### config.mk
export PLATFORM = sky130hd
export DESIGN_NAME = hazard_ctrl_unit
export DESIGN_NICKNAME = d
export VERILOG_FILES = /design/src/rtl/hazard_ctrl_unit.sv
export SDC_FILE = /design/constraint.sdc
export NUM_CORES = 1
export LEC_CHECK = 0
export BUFFER_PORTS_ARGS = -buffer_cell sky130_fd_sc_hd__buf_2
export CAP_MARGIN = 20
export CORE_MARGIN = 1
export CORE_UTILIZATION = 38
export DETAILED_ROUTE_END_ITERATION = 8
export PLACE_DENSITY = 0.71
export SYNTH_ARGS = -nofsm -noshare
export SYNTH_HDL_FRONTEND = slang
export SYNTH_SLANG_ARGS = --single-unit
export TNS_END_PERCENT = 10
### constraint.sdc
create_clock -name clk -period 1.3 [get_ports clk]
set_input_delay 0 -clock clk [delete_from_list [all_inputs] [get_ports clk]]
set_output_delay 0 -clock clk [all_outputs]
set_load 0.01 [all_outputs]
### src/rtl/hazard_ctrl_unit.sv
// Load-use / branch-flush / memory-wait hazard controller between ID and EX.
// Optional stall performance counter enabled by defining HAZARD_PERF_CNT_EN.
module hazard_ctrl_unit #(
    parameter int REG_ADDR_W = 5,
    parameter int LU_STALL   = 1,
    parameter int CNT_W      = 16
) (
    input  logic                  clk,
    input  logic                  rst,
    input  logic [REG_ADDR_W-1:0] rs1_id,
    input  logic [REG_ADDR_W-1:0] rs2_id,
    input  logic                  rs1_used_id,
    input  logic                  rs2_used_id,
    input  logic [REG_ADDR_W-1:0] rd_ex,
    input  logic                  mem_read_ex,
    input  logic                  branch_taken_ex,
    input  logic                  dmem_ready,
    output logic                  pc_write,
    output logic                  if_id_write,
    output logic                  if_id_flush,
    output logic                  id_ex_write,
    output logic                  load_delay,
    output logic                  stall_active,
    output logic [CNT_W-1:0]      stall_cycles
);

    typedef enum logic [1:0] {RUN, LU_HOLD, MEM_WAIT} state_t;

    localparam logic [2:0] HOLD_INIT = 3'(LU_STALL - 1);

    state_t     state;
    state_t     next_state;
    logic [2:0] hold_cnt;
    logic [2:0] next_hold;
    logic       hz;

    assign hz = mem_read_ex && (rd_ex != '0) &&
                ((rs1_used_id && (rs1_id == rd_ex)) || (rs2_used_id && (rs2_id == rd_ex)));

    always_comb begin
        pc_write    = 1'b1;
        if_id_write = 1'b1;
        id_ex_write = 1'b1;
        load_delay  = 1'b0;
        if_id_flush = 1'b0;
        next_state  = state;
        next_hold   = hold_cnt;
        case (state)
            RUN: begin
                if (!dmem_ready) begin
                    pc_write    = 1'b0;
                    if_id_write = 1'b0;
                    id_ex_write = 1'b0;
                    next_state  = MEM_WAIT;
                end else if (branch_taken_ex) begin
                    if_id_flush = 1'b1;
                    load_delay  = 1'b1;
                end else if (hz) begin
                    load_delay  = 1'b1;
                    pc_write    = 1'b0;
                    if_id_write = 1'b0;
                    if (HOLD_INIT != 3'd0) begin
                        next_state = LU_HOLD;
                        next_hold  = HOLD_INIT;
                    end
                end
            end
            LU_HOLD: begin
                // A memory stall here freezes everything and preserves the remaining bubble count
                if (!dmem_ready) begin
                    pc_write    = 1'b0;
                    if_id_write = 1'b0;
                    id_ex_write = 1'b0;
                    next_state  = MEM_WAIT;
                end else begin
                    load_delay  = 1'b1;
                    pc_write    = 1'b0;
                    if_id_write = 1'b0;
                    next_hold   = hold_cnt - 3'd1;
                    if (hold_cnt <= 3'd1) begin
                        next_state = RUN;
                    end
                end
            end
            MEM_WAIT: begin
                pc_write    = 1'b0;
                if_id_write = 1'b0;
                id_ex_write = 1'b0;
                if (dmem_ready) begin
                    next_state = (hold_cnt != 3'd0) ? LU_HOLD : RUN;
                end
            end
            default: begin
                next_state = RUN;
                next_hold  = 3'd0;
            end
        endcase
        if (rst) begin
            pc_write    = 1'b1;
            if_id_write = 1'b1;
            id_ex_write = 1'b1;
            load_delay  = 1'b0;
            if_id_flush = 1'b0;
        end
    end

    always_ff @(posedge clk or posedge rst) begin
        if (rst) begin
            state        <= RUN;
            hold_cnt     <= 3'd0;
            stall_active <= 1'b0;
        end else begin
            state        <= next_state;
            hold_cnt     <= next_hold;
            stall_active <= (next_state != RUN);
        end
    end

`ifdef HAZARD_PERF_CNT_EN
    logic [CNT_W-1:0] perf_cnt;

    always_ff @(posedge clk or posedge rst) begin
        if (rst) begin
            perf_cnt <= '0;
        end else if (!pc_write && (perf_cnt != {CNT_W{1'b1}})) begin
            perf_cnt <= perf_cnt + 1'b1;
        end
    end

    assign stall_cycles = perf_cnt;
`else
    assign stall_cycles = '0;
`endif

endmodule

==> impl_results.md, run 1 <==
- Status: finished with violations
- Failing checks: negative setup slack
- PwrDens: 1800 nW/um2
- Worst setup EP type: output pin
- Number of global-route vias before repair: 656
- Commonest non-fill, non-tap cell in the layout: buf_2
- Post-route ant nets: 0
- Final setup vio count: 8
- Overall Global Routing Usage: 0.188
- Critical Path Sink: load_delay
- Placed inst area: 893 um2
- Final-report max-slew violation count: 0
- Worst reg2reg startpoint: state[0]
- Crit-path cells: inv_2 > ha_4 > buf_6 > and4_1 > a31o_1 > buf_2
- Rows: 15
- Syn. warnings: 0
- Syn avg cell area: approximately 8 um2
- Starting Density: 0.411
- Synth area leader: dfrtp_1
- Arrival @ worst endpoint: 1.49 ns
- Hold violation count in the final report: 0
- Initial antenna violation count: 0
- Worst skew pair latency: 0.25 ns
- R2R setup slack: -0.05 ns
- LEAKAGE: 0.513 nW
- Fin crit period: ~1.5 ns
- CP Max Fanout: 3
- Routed length on met3: 101 um
- Worst setup path startpoint: state[0]
- RePlAce Congestion: 0.812
- Die height: 45.7 um
- Routed wl met2: 921 um
- Wire length per cell: 10.6 um
- HPWL after detailed placement: around 1300 um
- Total routed wirelength: 1660 um
- Setup tns final: -0.536 ns
- CP startpoint kind: flip-flop
- Setup CP Type: flip-flop to output pin
- Area share of the leading cell type in the synthesized netlist: 0.207
- RSZ-0062 raised after global routing: true
- Clock Tree Root: clkbuf_4
- VDD IR max: 0.000797 V
- Worst reg2reg path endpoint: hold_cnt[2]
- Setup WS post-layout: -0.186 ns
- Max-Cap Viols: 0
- Cells on worst reg2reg path: 7
- Most frequent cells in the layout: 27 x buf_2, 16 x conb_1, 11 x buf_4, 8 x xor2_1, 7 x nand2_1
- DR top layer: met4
- Fin area: approximately 1000 um2
- #FFs+latches synth: 6
- Vias per cell: approximately 4.5
- Post-synthesis instance total: 90
- Seq/Total Area, Yosys: 0.207
- Final Power: 0.00181 W
- Remaining Overflow, GRT: 0
- Share of post-route cells with drive strength above 1: 0.443
- # clock sinks: 6
- Cts bufs inserted: 3
- Die area: 2090 um2
- Post-Syn Area: 726 um2
- CTS clk-pin slew, worst paths: ~0.05 ns
- Critical path's top delay family: flip-flops
- Drt drc: 0
- Slowest cell on crit path: dfrtp_1
- Count of cell types in the netlist: 28
- Vias: 708
- Clk buf depth: 2
- Die W: 45.7 um
- Detailed Routing Iterations Pass 1: 3
- Final net count: 162
- Fmax: roughly 670 MHz
- Worst path max stage delay: 0.39 ns
- Worst clock skew: 0.00104 ns
- Antenna diodes: 0
- Largest net degree at the start of global routing: 12
- CP bufs+invs: 3
- CP required: 1.30 ns
- CTS tree: yes
- HP Class: input port to async pin
- Met1 wire length: around 620 um
- Synth area leaders: dfrtp_1 21%, buf_4 18%, ha_1 12%, xor2_1 9.7%, inv_1 4.1%
- Core ar.: 1760 um2
- Synthesis-to-finish area growth: 38.3%
- First-pass GRT wire length: 2750 um
- H-tree levels: 1
- First DRT Iteration DRCs: 2
- I/O pins: 44
- Crit path depth: 6
- IO Port Bufs: 27
- Final worst-path cycle share: 1.14
## worst min path at each step
stage | start | cells after the start | end | slack, ns
6_report | rst | 4 | stall_active | 0.004
2_1_floorplan | rst | 1 | hold_cnt[0] | -0.18
3_3_place_gp | rst | 2 | hold_cnt[0] | -0.08
3_5_place_dp | rst | 2 | hold_cnt[0] | -0.08
4_1_cts | dmem_ready | 3 | hold_cnt[0] | 0.13
5_1_grt | rst | 4 | state[1] | 0.06
## worst reg2reg max path, stage by stage, from the launching register on
cell and delay [ns]:
dfrtp_1 0.39, inv_2 0.08, ha_4 0.17, buf_4 0.14
or2_4 0.22, nor3_2 0.11, a21oi_1 0.06, o22ai_1 0.10
## routing by layer
layer,GRT usage,vias to the layer above
li1,-,358
met1,0.203,315
met2,0.346,32
met3,0.0476,3
met4,0.0706,0
met5,0,-
## layout make-up
type                       instances  area (um2)
clock buffer                       3        22.5
fill                             178         761
inverter                           8        30.0
multi-input combinational         73         518
sequential                         6         150
tap                               25        31.3
timing repair buffer              41         251
## where the power goes
| part | switching [W] | internal (W) | total (W) |
|---|---|---|---|
| Combinational | 0.000643 | 0.000646 | 0.00129 |
| Sequential | 0.0000632 | 0.000269 | 0.000332 |
| Clock | 0.0000815 | 0.000105 | 0.000187 |
| Total | 0.000788 | 0.00102 | 0.00181 |
## cells by family after synthesis
group                      count (synthesis)  synth area share
xor gates and xnor gates                  10             0.121
AOI/OAI and AO/OA                         19             0.176
and+or+nand+nor                           21             0.148
buffers and inverters                     26             0.222
adders and majority gates                  7             0.121
DFF                                        6             0.207
other                                      1           0.00517
## state kept, by name, indices dropped and copies added, names as in the netlist
register	count
hold_cnt	3
state	2
stall_active	1
## timing repair
item / 4_1_cts / 5_1_grt
cloned: 0 / 0
endpoints found under the setup margin: 9 / 11
endpoints found under the hold margin: 6 / 3
gates resized for setup: 10 / 4
buffers inserted: 3 / 0
pin swaps: 6 / 2
hold buffers: 1 / 1
## synth_stat cells (all sizes together)
master,number
a31o,1
clkbuf,1
nor4,2
inv,8
nor3,1
xnor2,2
nor2,5
o211ai,2
dfrtp,6
o21ba,1
o311ai,1
or2,1
conb,1
o22ai,2
and4,1
o21ai,4
ha,7
a32oi,1
and2,1
nand2,7
nand3,2
buf,17
a21oi,5
o31ai,2
or4,1
xor2,8
## through the flow
step                cells  setup slack (ns)   util  hold slack, ns
floorplan             105          -0.00987      -          -0.179
finish                156            -0.186  0.569         0.00450
global route          156            -0.250  0.569          0.0612
global placement      148           -0.0358  0.506         -0.0777
detailed placement    148            -0.102  0.506         -0.0788
CTS                   155            -0.173  0.557           0.130
No activity file was read; power rests on OpenSTA's default activity.
==> run 2: changes to the inputs <==
Settings changed: CORE_UTILIZATION 38 to 42, PLACE_DENSITY 0.71 to 0.74.
Clock period 1.3 ns to 1.54 ns, I/O delays scaled along.
==> impl_results.md, run 2 (synthesized netlist as in run 1, its figures left out) <==
- Worst setup path startpoint: state[1]
- Core ar.: between 1500 and 2000 um2
- R2R setup slack: about 0.06 ns
- Remaining Overflow, GRT: 0
- Top Registers: hold_cnt: 3 flops, state: 2 flops, stall_active: 1 flops
- CTS clk-pin slew, worst paths: 0.05 ns
- H-tree levels: 1
- HP Class: input port to flip-flop
- LEAKAGE: 0.445 nW
- Worst setup EP type: output pin
- P_sw: slightly below 0.0006 W
- Status: finished with violations
- # clock sinks: 6
- Vias per cell: 4.90
- Arrival @ worst endpoint: approximately 1.5 ns
- IO Port Bufs: 27
- Worst reg2reg startpoint: state[0]
- Vias: ~670
- Number of global-route vias before repair: 594
- Synthesis-to-finish area growth: 20.7%
- Clock Tree Root: clkbuf_4
- Slowest cell on crit path: dfrtp_1
- First-pass GRT wire length: 2290 um
- First DRT Iteration DRCs: 14
- Final net count: 152
- Share of post-route cells with drive strength above 1: 0.355
- HPWL after detailed placement: 1200 um
- Largest net degree at the start of global routing: 12
- RePlAce Congestion: 0.717
- CTS tree: yes
- Clk buf depth: 2
- Clock network fraction of total power: 0.123
- CP startpoint kind: flip-flop
- Final Power: between 0.001 and 0.0015 W
- Starting Density: 0.465
- Min-delay src: dmem_ready
- Cells on worst reg2reg path: 6
- Flop pwr share: 0.223
- Fmax: 668 MHz
- Max FFs per register: 3
- Worst skew pair latency: around 0.26 ns
- Die height: between 40 and 50 um
- Switching share of total power: 0.463
- Layout fillers: 148
- CP bufs+invs: 3
- Setup CP Type: flip-flop to output pin
- Sequential cell area: 150 um2
- VDD IR max: 0.000532 V
- Reg with most FFs: hold_cnt
- Footprint of the multi-input gates: between 400 and 500 um2
- Fin crit period: 1.50 ns
- Final-report max-slew violation count: 0
- Antenna diodes: 0
- Crit-path cells: inv_2 > ha_4 > inv_2 > o31ai_1 > a31o_1 > buf_2
- Failing checks: design-rule violations
- Commonest non-fill, non-tap cell in the layout: buf_2
- Hold slack: 0.123 ns
- I/O pins: 44
- Critical path's top delay family: flip-flops
- Detailed Routing Iterations Pass 1: 6
- RSZ-0062 raised after global routing: true
- Drt drc: 2
- Most frequent CP cell: inv_2
- Die area: between 1500 and 2000 um2
- Die W: 43.6 um
- Cell-internal power: between 0.0006 and 0.0007 W
- Final worst-path cycle share: 0.972
- Total routed wirelength: 1540 um
- Wire length per cell: 11.2 um
- Final setup vio count: 0
- Hold path endpoint: hold_cnt[0]
- Hold violation count in the final report: 0
- Post-route ant nets: 0
- Min-Delay Path Depth: 3
- Worst path max stage delay: 0.41 ns
- PwrDens: 1440 nW/um2
- Worst clock skew: 0.00850 ns
- Most frequent cells in the layout: 27 x buf_2, 16 x conb_1, 8 x xor2_1, 7 x nand2_1
- Overall Global Routing Usage: 0.166
- Worst reg2reg path endpoint: hold_cnt[2]
- Part of the power in combinational logic: 0.654
- Rows: 14
- CP Max Fanout: 6
- Max-Cap Viols: 0
- Cts bufs inserted: 3
- CP required: 1.54 ns
- Initial antenna violation count: 0
[run 2: metrics by stage]
| step | setup WS (ns) | instances | instance area [um2] | TNS (ns) | util |
|---|---|---|---|---|---|
| 6_report | 0.0436 | 137 | 876 | 0 | 0.562 |
| 3_5_place_dp | 0.0903 | 131 | 813 | 0 | 0.522 |
| 4_1_cts | 0.00296 | 136 | 866 | 0 | 0.555 |
| 3_3_place_gp | 0.145 | 131 | 813 | 0 | 0.522 |
| 5_1_grt | -0.00927 | 137 | 876 | -0.0136 | 0.562 |
| 2_1_floorplan | 0.193 | 105 | 782 | 0 | - |
[run 2: area by class of cell]
| class | count | area share |
|---|---|---|
| Multi-Input combinational cell | 73 | 0.554 |
| Timing Repair Buffer | 31 | 0.191 |
| Sequential cell | 6 | 0.171 |
| Inverter | 8 | 0.0343 |
| Clock buffer | 3 | 0.0257 |
| Tap cell | 16 | 0.0229 |
[run 2: worst max-delay path by stage]
stage                  endpoint  slack [ns]  cells past startpoint
floorplan           hold_cnt[2]        0.19                      6
global placement    hold_cnt[2]        0.14                      6
detailed placement  hold_cnt[2]        0.09                      6
CTS                  load_delay       0.003                      6
global route         load_delay      -0.009                      6
finish               load_delay        0.04                      6
[run 2: metal layers]
| layer | routed length [um] | GRT usage | up-vias | part of all wire |
|---|---|---|---|---|
| li1 | - | - | 335 | - |
| met5 | 0 | 0 | - | 0 |
| met4 | 27 | 0.0750 | 0 | 0.018 |
| met3 | 113 | 0.0500 | 3 | 0.073 |
| met2 | 809 | 0.293 | 35 | 0.53 |
| met1 | 589 | 0.182 | 298 | 0.38 |
[run 2: tightest hold or removal path, cell delays in order]
cell and delay [ns]:
buf_2 0.17, nand2_1 0.11, o31ai_1 0.06
[run 2: what timing repair did]
item	4_1_cts	5_1_grt
hold buffers	1	0
pin swaps	0	3
setup buffers	1	1
gates resized for setup	4	3
endpoints found under the setup margin	1	2
endpoints found under the hold margin	6	0
gates cloned	0	0
[run 2: power by group through the flow]
| stage | clock, W | combinational, W | sequential [W] |
|---|---|---|---|
| finish | 0.000155 | 0.000826 | 0.000281 |
| global route | 0.000165 | 0.000915 | 0.000293 |
| CTS | 0.000161 | 0.000761 | 0.000283 |
| detailed placement | 0 | 0.000692 | 0.000280 |
| global placement | 0 | 0.000677 | 0.000277 |
| floorplan | 0 | 0.000541 | 0.000278 |
==> run 3: changes to the inputs <==
Settings changed: BUFFER_PORTS_ARGS -buffer_cell sky130_fd_sc_hd__buf_2 to -buffer_cell sky130_fd_sc_hd__buf_4, PLACE_DENSITY 0.74 to default, PLACE_DENSITY_LB_ADDON from default to 0.1.
==> impl_results.md, run 3 (synthesized netlist as in run 1, its figures left out) <==
- Status: finished with violations
- Failing checks: design-rule violations
- Critical path's top delay family: flip-flops
- Most frequent cells in the layout: 32 x buf_4, 16 x conb_1, 8 x xor2_1, 7 x nand2_1
- Max-Cap Viols: 0
- Commonest non-fill, non-tap cell in the layout: buf_4
- RePlAce Congestion: 0.800
- Synthesis-to-finish area growth: 33.3%
- VDD IR max: 0.000997 V
- IO Port Bufs: 27
- Setup tns final: 0 ns
- Max FFs per register: 3
- CP bufs+invs: 3
- Drt drc: 4
- Die height: 43.6 um
- Vias per cell: 4.88
- Worst reg2reg startpoint: state[1]
- Reg with most FFs: hold_cnt
- Core ar.: 1560 um2
- Number of global-route vias before repair: ~600
- Die area: 1900 um2
- Setup WS post-layout: 0.0367 ns
- Setup CP Type: flip-flop to output pin
- Worst clock skew: 0.00190 ns
- DP Worst Slack: 0.0779 ns
- Fmax: between 600 and 700 MHz
- Wire length per cell: between 10 and 15 um
- Post-route ant nets: 0
- Detailed Routing Iterations Pass 1: 6
- Clock Tree Root: clkbuf_4
- CP Max Fanout: 4
- Worst skew pair latency: 0.24 ns
- P_sw: approximately 0.00057 W
- Final-report max-slew violation count: 0
- LEAKAGE: 0.482 nW
- Die W: 43.6 um
- Vias: 679
- CP required: 1.54 ns
- CP startpoint kind: flip-flop
- Final worst-path cycle share: 0.976
- Overall Global Routing Usage: 0.180
- Initial antenna violation count: 0
- Flop pwr share: 0.216
- HP Class: input port to flip-flop
- Rows: 14
- Hold slack: 0.0964 ns
- Arrival @ worst endpoint: 1.50 ns
- RSZ-0062 raised after global routing: true
- PwrDens: 1350 nW/um2
- Clock network fraction of total power: 0.108
- Worst setup EP type: output pin
- Final setup vio count: 0
- Final net count: 154
- Switching share of total power: 0.436
- Clk buf depth: 2
- Hold violation count in the final report: 0
- Min-delay src: dmem_ready
- CTS clk-pin slew, worst paths: 0.04 ns
- CTS tree: yes
- Share of post-route cells with drive strength above 1: 0.366
- H-tree levels: 1
- Cts bufs inserted: 3
- I/O pins: 44
- First DRT Iteration DRCs: 9
- Worst path max stage delay: 0.37 ns
- Starting Density: 0.465
- Worst setup path startpoint: state[1]
- HPWL after detailed placement: 1290 um
- Slowest cell on crit path: dfrtp_1
- Crit-path cells: inv_2 > ha_1 > inv_1 > o31ai_2 > a31o_1 > buf_4
- Part of the power in combinational logic: 0.675
- Fin crit period: 1.50 ns
- Remaining Overflow, GRT: 0
- Total routed wirelength: between 1500 and 2000 um
- Top Registers: hold_cnt: 3 flops, state: 2 flops, stall_active: 1 flops
- Antenna diodes: 0
- # clock sinks: 6
- First-pass GRT wire length: 2510 um
- Cell-internal power: 0.000737 W
- Largest net degree at the start of global routing: 12
==> run 3: through the flow <==
stage | total power [W] | util | area [um2] | instances
after detailed placement | 0.00102 | 0.570 | 888 | 132
after global placement | 0.00101 | 0.570 | 888 | 132
after floorplan | 0.000819 | - | 782 | 105
after global routing | 0.00145 | 0.620 | 967 | 139
final | 0.00131 | 0.620 | 967 | 139
after CTS | 0.00128 | 0.613 | 956 | 139
==> run 3: path summary, 6_finish.rpt <==
path,depth (start not counted),endpoint,slack (ns)
setup / recovery,6,load_delay,0.04
hold / removal,3,hold_cnt[0],0.1
setup reg to reg,6,hold_cnt[2],0.08
hold reg to reg,1,hold_cnt[0],0.56
max in group asynchronous,4,state[1],1.06
min in group asynchronous,4,hold_cnt[1],0.35
==> run 3: tightest hold or removal path, delay by kind of cell <==
family | cells | cell delay, ns
compound gates | 1 | 0.06
buf+inv | 1 | 0.15
simple gates | 1 | 0.08
==> run 3: what timing repair did <==
item                                   CTS  global route
setup endpoints to repair                1             7
resized for setup                        4             3
hold buffers                             1             0
pin swaps                                0             2
gates cloned                             0             0
endpoints found under the hold margin    6             0
setup buffers                            3             0
==> run 3: layout make-up <==
cell class | instances | area, um2
Inverter | 8 | 30.0
Fill cell | 146 | 592
Tap cell | 16 | 20.0
Clock buffer | 3 | 22.5
Sequential cell | 6 | 150
Multi-Input combinational cell | 73 | 494
Timing Repair Buffer | 33 | 250
==> run 3: routing by layer <==
metal | wire [um] | track usage | vias to the layer above
li1 | - | - | 342
met1 | 719 | 0.223 | 315
met2 | 790 | 0.284 | 20
met3 | 66 | 0.0750 | 2
met4 | 14 | 0.0563 | 0
met5 | 0 | 0 | -
==> run 3: power groups by stage <==
stage	logic, W	clock network, W	registers, W
floorplan	0.000541	0	0.000278
global placement	0.000729	0	0.000279
detailed placement	0.000739	0	0.000285
CTS	0.000849	0.000148	0.000281
global route	0.000995	0.000162	0.000289
finish	0.000883	0.000142	0.000282
